### config.mk
export PLATFORM = sky130hd
export DESIGN_NAME = psu_pchinfo_rx
export DESIGN_NICKNAME = d
export VERILOG_FILES = /design/src/rtl/psu_pchinfo_rx_pkg.sv /design/src/rtl/psu_rx_fifo.sv /design/src/rtl/psu_pchinfo_rx.sv
export SDC_FILE = /design/constraint.sdc
export NUM_CORES = 2
export LEC_CHECK = 0
export CORE_MARGIN = 5
export CORE_UTILIZATION = 40
export DETAILED_ROUTE_END_ITERATION = 8
export SYNTH_ARGS = -nofsm -noshare
export SYNTH_HDL_FRONTEND = slang
export SYNTH_SLANG_ARGS = --single-unit
export TNS_END_PERCENT = 10
### constraint.sdc
create_clock -name clk -period 6.85 [get_ports clk]
set_clock_uncertainty 0.2 [all_clocks]
set_input_delay 1.37 -clock clk [delete_from_list [all_inputs] [get_ports clk]]
set_output_delay 1.37 -clock clk [all_outputs]
set_load 0.005 [all_outputs]
### src/rtl/psu_pchinfo_rx_pkg.sv
// Shared definitions for the PSU pchinfo receive front-end.
// Beat and patch geometry, output FSM encoding, descriptor layout, and a
// patch-index to one-hot mask helper.
package psu_pchinfo_rx_pkg;

  localparam int NUM_PCH    = 20;
  localparam int PCHADDR_BW = 5;
  localparam int OPCODE_BW  = 4;
  localparam int PCHINFO_BW = 64;
  localparam int PCHIDX_LSB = 20;
  localparam int NBEATS_BW  = PCHADDR_BW + 1;
  localparam int DESC_BW    = OPCODE_BW + NUM_PCH + NBEATS_BW;

  typedef enum logic [1:0] {
    PSURX_IDLE   = 2'd0,
    PSURX_HEAD   = 2'd1,
    PSURX_STREAM = 2'd2
  } psurx_state_e;

  typedef struct packed {
    logic [OPCODE_BW-1:0] opcode;
    logic [NUM_PCH-1:0]   mask;
    logic [NBEATS_BW-1:0] nbeats;
  } psurx_desc_t;

  // Out-of-range indices map to an empty mask.
  function automatic logic [NUM_PCH-1:0] pch_onehot(input logic [PCHADDR_BW-1:0] idx);
    logic [NUM_PCH-1:0] m;
    m = '0;
    for (int i = 0; i < NUM_PCH; i++) begin
      if (idx == PCHADDR_BW'(i)) m[i] = 1'b1;
    end
    return m;
  endfunction

endpackage

### src/rtl/psu_rx_fifo.sv
// Synchronous FIFO with occupancy count.
// Ports: clk, rst (async, active-high), push/wdata, pop/rdata (head, show-ahead),
// empty, count (entries in use, 0..DEPTH).
// Push while full and pop while empty are ignored.
module psu_rx_fifo #(
  parameter int WIDTH = 8,
  parameter int DEPTH = 4,
  localparam int AW   = $clog2(DEPTH)
) (
  input  logic             clk,
  input  logic             rst,
  input  logic             push,
  input  logic [WIDTH-1:0] wdata,
  input  logic             pop,
  output logic [WIDTH-1:0] rdata,
  output logic             empty,
  output logic [AW:0]      count
);

  logic [WIDTH-1:0] mem [DEPTH];
  logic [AW-1:0]    wr_ptr;
  logic [AW-1:0]    rd_ptr;
  logic             full;
  logic             push_ok;
  logic             pop_ok;

  assign full    = (count == (AW+1)'(DEPTH));
  assign empty   = (count == '0);
  assign push_ok = push & ~full;
  assign pop_ok  = pop & ~empty;
  assign rdata   = mem[rd_ptr];

  always_ff @(posedge clk) begin
    if (push_ok) mem[wr_ptr] <= wdata;
  end

  always_ff @(posedge clk or posedge rst) begin
    if (rst) begin
      wr_ptr <= '0;
      rd_ptr <= '0;
      count  <= '0;
    end else begin
      if (push_ok) wr_ptr <= wr_ptr + 1'b1;
      if (pop_ok)  rd_ptr <= rd_ptr + 1'b1;
      case ({push_ok, pop_ok})
        2'b10:   count <= count + 1'b1;
        2'b01:   count <= count - 1'b1;
        default: count <= count;
      endcase
    end
  end

endmodule

### src/rtl/psu_pchinfo_rx.sv
// PSU front-end: receives pchinfo beats, buffers whole instructions, then
// presents each as a descriptor followed by its beat stream.
// Ports: clk, rst (async, active-high); producer side pchinfo_in, opcode_in,
// topsu_valid_in, last_pchinfo_in, stall_out; descriptor side inst_valid/
// inst_ready/inst_opcode/inst_mask/inst_nbeats; beat side beat_valid/
// beat_ready/beat_data/beat_last; err_out (sticky protocol error).
module psu_pchinfo_rx
  import psu_pchinfo_rx_pkg::*;
#(
  parameter int BEAT_DEPTH = 32,
  parameter int INST_DEPTH = 4
) (
  input  logic                  clk,
  input  logic                  rst,
  input  logic [PCHINFO_BW-1:0] pchinfo_in,
  input  logic [OPCODE_BW-1:0]  opcode_in,
  input  logic                  topsu_valid_in,
  input  logic                  last_pchinfo_in,
  output logic                  stall_out,
  output logic                  inst_valid,
  input  logic                  inst_ready,
  output logic [OPCODE_BW-1:0]  inst_opcode,
  output logic [NUM_PCH-1:0]    inst_mask,
  output logic [NBEATS_BW-1:0]  inst_nbeats,
  output logic                  beat_valid,
  input  logic                  beat_ready,
  output logic [PCHINFO_BW-1:0] beat_data,
  output logic                  beat_last,
  output logic                  err_out
);

  localparam int BAW = $clog2(BEAT_DEPTH);
  localparam int IAW = $clog2(INST_DEPTH);

  logic [PCHADDR_BW-1:0] pchidx;
  logic                  idx_bad;
  logic                  push, overflow, beat_push, desc_push;
  logic [NBEATS_BW-1:0]  inflight;
  logic [NUM_PCH-1:0]    acc_mask;
  logic                  err_q;
  psurx_desc_t           desc_in, desc_head;
  logic [PCHINFO_BW-1:0] beat_head;
  logic                  beat_empty, desc_empty;
  logic [BAW:0]          beat_count;
  logic [IAW:0]          desc_count;
  logic                  inst_pop, beat_pop;
  psurx_state_e          state_q, state_d;
  logic [NBEATS_BW-1:0]  rem_q;

  assign pchidx  = pchinfo_in[PCHIDX_LSB +: PCHADDR_BW];
  assign idx_bad = (pchidx >= PCHADDR_BW'(NUM_PCH));

  // One spare beat entry absorbs the beat already sitting in the producer's
  // output register when stall_out rises.
  assign stall_out = rst | (beat_count >= (BAW+1)'(BEAT_DEPTH-1))
                   | (desc_count == (IAW+1)'(INST_DEPTH));

  assign push      = topsu_valid_in & ~stall_out;
  assign overflow  = push & ~last_pchinfo_in & (inflight == NBEATS_BW'(NUM_PCH-1));
  assign beat_push = push & ~overflow;
  assign desc_push = beat_push & last_pchinfo_in;

  always_comb begin
    desc_in        = '0;
    desc_in.opcode = opcode_in;
    desc_in.mask   = acc_mask | pch_onehot(pchidx);
    desc_in.nbeats = inflight + 1'b1;
  end

  always_ff @(posedge clk or posedge rst) begin
    if (rst) begin
      inflight <= '0;
      acc_mask <= '0;
      err_q    <= 1'b0;
    end else begin
      if (desc_push) begin
        inflight <= '0;
        acc_mask <= '0;
      end else if (beat_push) begin
        inflight <= inflight + 1'b1;
        acc_mask <= acc_mask | pch_onehot(pchidx);
      end
      if (overflow || (beat_push && idx_bad)) err_q <= 1'b1;
    end
  end

  assign err_out = err_q;

  psu_rx_fifo #(.WIDTH(PCHINFO_BW), .DEPTH(BEAT_DEPTH)) u_beat_fifo (
    .clk   (clk),
    .rst   (rst),
    .push  (beat_push),
    .wdata (pchinfo_in),
    .pop   (beat_pop),
    .rdata (beat_head),
    .empty (beat_empty),
    .count (beat_count)
  );

  psu_rx_fifo #(.WIDTH(DESC_BW), .DEPTH(INST_DEPTH)) u_desc_fifo (
    .clk   (clk),
    .rst   (rst),
    .push  (desc_push),
    .wdata (desc_in),
    .pop   (inst_pop),
    .rdata (desc_head),
    .empty (desc_empty),
    .count (desc_count)
  );

  always_ff @(posedge clk or posedge rst) begin
    if (rst) begin
      state_q <= PSURX_IDLE;
      rem_q   <= '0;
    end else begin
      state_q <= state_d;
      if (inst_pop)      rem_q <= desc_head.nbeats;
      else if (beat_pop) rem_q <= rem_q - 1'b1;
    end
  end

  always_comb begin
    state_d = state_q;
    case (state_q)
      PSURX_IDLE:   if (!desc_empty) state_d = PSURX_HEAD;
      PSURX_HEAD:   if (inst_ready) state_d = PSURX_STREAM;
      PSURX_STREAM: if (beat_pop && beat_last) state_d = PSURX_IDLE;
      default:      state_d = PSURX_IDLE;
    endcase
  end

  // Payload outputs are forced to zero outside their valid window.
  always_comb begin
    inst_valid  = (state_q == PSURX_HEAD);
    beat_valid  = (state_q == PSURX_STREAM) & ~beat_empty;
    beat_last   = beat_valid & (rem_q == NBEATS_BW'(1));
    inst_pop    = inst_valid & inst_ready;
    beat_pop    = beat_valid & beat_ready;
    inst_opcode = inst_valid ? desc_head.opcode : '0;
    inst_mask   = inst_valid ? desc_head.mask   : '0;
    inst_nbeats = inst_valid ? desc_head.nbeats : '0;
    beat_data   = beat_valid ? beat_head        : '0;
  end

endmodule
==> flow_metrics.tcl <==
set metrics [dict create \
    nets 4496 \
    initialDrtViolationCount 4023 \
    fin_ws_ns 0.5035 \
    fin_area_um2 98790 \
    antenna_found_initial 15 \
    totalWireLength_mm 217.9 \
    syn_inst 4105 \
    rsz0062_at_grt "false" \
    synth-simple-area-share 0.01860 \
    cap_violations 0 \
    hold_viol 0 \
    postCtsHoldBufs 0 \
    p_sw_mw 10.21 \
    critPathCaptureType "output port" \
    initial_utilization 0.4020 \
    required_ns 5.28 \
    cts_setup_buffers 0 \
    ys_warn_count 0 \
    ys_top_cells_by_area "edfxtp_1 76%, mux4_2 10%, mux2i_1 3.5%, dfrtp_1 1.7%, mux2_2 1.1%" \
    min_period_over_period 0.9265 \
    instances_no_fill 7432 \
    grt_max_degree 85 \
    switching_share 0.2843 \
    synth_top_area_share 0.7554 \
    layout_common_cells "2168 x edfxtp_1, 381 x mux4_2, 303 x mux2i_1" \
    drtPass1Iterations 6 \
    reg2reg_to "u_beat_fifo.mem[30][0]$_DFFE_PP_" \
    clkPwrFrac 0.321 \
    status "finished clean" \
    ys_seq_area_frac 0.7723 \
    gp_congestion 0.7434 \
    die-area_um2 224800 \
    start_kind "flop" \
    clk_root_buffer_cell "clkbuf_16" \
    internal_power_mw 25.70 \
    min_period_ns 6.346 \
    grt_pass1_vias 43460 \
    r2r_setup_slack_ns 2.58 \
    viasPerCell 5.703 \
    p_comb_frac 0.240 \
    synth-adder-area-share 0.002555 \
    antenna_left 0 \
    syn_nets 4196 \
    drive_above_1_share 0.2196 \
    clk_pin_slew_ns 0.06 \
    synth_flop_cell "edfxtp_1" \
    synth-edff-count 2168 \
    routedWlPerCell_um 29.33 \
    drc_errors 0 \
    rr_worst_depth 6 \
    track_usage 0.1921 \
    clock_path_buffers 3 \
    ir_drop_uv 264.7 \
    pwr-share-seq 0.439 \
    die_h_um 474.2 \
    synth_cell_type_count 66 \
    dpl_cell_area_um2 91850 \
    syn2layout_area_growth_pct 14.63 \
    worstReg2RegStart "u_beat_fifo.count[3]$_DFFE_PP0P_" \
    die_w_um 474.2 \
    path_class "reg -> out" \
    yosysTopAreaCell "edfxtp_1" \
    grt_pass1_wl_mm 314.5 \
    htreeDepth 4 \
    synth_compound_area_frac 0.04161 \
    synth_top_family_by_area "multiplexers" \
    synthArstFlopShare 0.02606 \
    worstPathMaxFanout 36 \
    max_freq_mhz 157.6 \
    holdPathStages 2 \
    numCtsBuffers 222 \
    p_per_area_nw_per_um2 363.4 \
    synth-xor-area-share 0.003150 \
    numPortBuffers 172 \
    route.vias.total 42380 \
    grt.overflow.total 0 \
    dp_hpwl_mm 119.2 \
    crit_arrival_ns 4.78 \
    final_util 0.4608 \
    finalSetupViolations 0 \
    dp_cells 7019 \
    rows 170 \
    synth-seq-cells 2226 \
    synth.area.mux_share 0.1460 \
    cts_resized 0 \
    cts_tree "yes" \
    slew_headroom 0.1157 \
    syn_area_per_cell_um2 20.99 \
    worstMarginPinSlew_ns 1.293 \
    dp_slack_ns 1.198 \
    clkLatencyLatePin_ns 0.84 \
    clkSinkCount 2226 \
    core_area_um2 214400 \
    hold_class "reg -> reg" \
    synth_area_um2 86180 \
    ios 173 \
    tns_ns 0 \
    final_common_cell "edfxtp_1" \
    p_leak_nw 30.94 \
    hold_end "acc_mask[16]$_DFFE_PP0P_" \
    hp-start "acc_mask[16]$_DFFE_PP0P_" \
    slew_violations 0 \
]
through the flow:
| stage | power [mW] | hold slack, ns |
|---|---|---|
| after floorplan | 21.86 | 0.2391 |
| after global routing | 37.43 | 0.3076 |
| after detailed placement | 24.80 | 0.2647 |
| after global placement | 24.75 | 0.2604 |
| final | 35.90 | 0.2752 |
| after CTS | 36.32 | 0.2768 |
power groups by stage:
stage / registers (mW) / logic, mW / clock network, mW
after floorplan: 15.8 / 6.08 / 0
after global placement: 16.0 / 8.73 / 0
after detailed placement: 16.0 / 8.76 / 0
after CTS: 15.8 / 8.79 / 11.8
after global routing: 15.8 / 9.24 / 12.4
final: 15.8 / 8.61 / 11.5
how the worst max path moves through the flow:
stage                                           start                           endpoint  slack [ns]  depth (start not counted)
global route        u_beat_fifo.rd_ptr[2]$_DFFE_PP0P_                      beat_data[28]        0.33                          8
floorplan                                         rst   u_beat_fifo.mem[28][0]$_DFFE_PP_        1.04                          8
detailed placement                                rst  u_beat_fifo.mem[30][14]$_DFFE_PP_        1.20                          7
global placement                                  rst  u_beat_fifo.mem[30][36]$_DFFE_PP_        1.17                          7
finish              u_beat_fifo.rd_ptr[2]$_DFFE_PP0P_                      beat_data[28]        0.50                          8
CTS                 u_beat_fifo.rd_ptr[2]$_DFFE_PP0P_                      beat_data[28]        0.49                          8
synthesized netlist by cell type (14+ instances only):
cell type  count
a22oi_1       36
o221ai_1      31
mux2_2        86
ha_1          16
dfrtp_1       58
o22ai_1       57
mux4_2       381
nor3_1        40
a211oi_1      40
a21o_1        14
and2_1        33
edfxtp_1    2168
inv_1         15
a21oi_1       56
xnor2_1       19
buf_6         18
buf_4         50
a22o_1        50
clkbuf_1      95
a2111oi_0     15
nand2_1       85
buf_2         68
nor2_1        93
o21ai_0       69
a311oi_1      26
o221a_2       17
mux2i_1      303
a2111oi_2     19
nor2b_1       20
routing by layer:
| layer | up-vias | track usage | wire, um |
|---|---|---|---|
| met3 | 266 | 0.03036 | 13820 |
| met5 | - | 0 | 54 |
| met4 | 8 | 0.04234 | 4101 |
| li1 | 17750 | - | - |
| met1 | 22850 | 0.2723 | 93310 |
| met2 | 1510 | 0.3161 | 106700 |
critical path, cell delays in order, from the launching register on:
cell and delay, ns:
dfrtp_4 0.73, buf_4 0.48, nand2b_1 0.20, buf_4 0.28
o22ai_1 0.12, a21oi_1 0.15, a311oi_1 0.11, a2111oi_0 1.11
clkdlybuf4s50_1 0.69
flip-flops by register name, summed over array words and instances (netlist names):
signal and flops:
u_beat_fifo.mem 2048, u_desc_fifo.count 3, inflight 6, u_desc_fifo.rd_ptr 2
u_desc_fifo.mem 120, state_q 2, u_beat_fifo.count 6, rem_q 6
u_desc_fifo.wr_ptr 2, u_beat_fifo.rd_ptr 5, u_beat_fifo.wr_ptr 5, acc_mask 20
err_out 1
area by class of cell:
type	count	area, um^2
inverters	16	60.06
flip-flops and latches	2226	66580
clock buffers	277	5772
fillers	17860	115600
clock inverters	132	1156
diodes	4	10.01
multi-input cells	1624	18560
repair buffers	315	3108
well taps	2838	3551
cell families after synthesis:
| group | after synthesis |
|---|---|
| AO/OA/AOI/OAI | 475 |
| XOR/XNOR | 31 |
| adder cells (fa/ha/maj) | 17 |
| multiplexers | 770 |
| AND/OR/NAND/NOR | 331 |
| buffers and inverters | 255 |
| flip-flops | 2226 |
No activity file was read; power rests on OpenSTA's default activity.
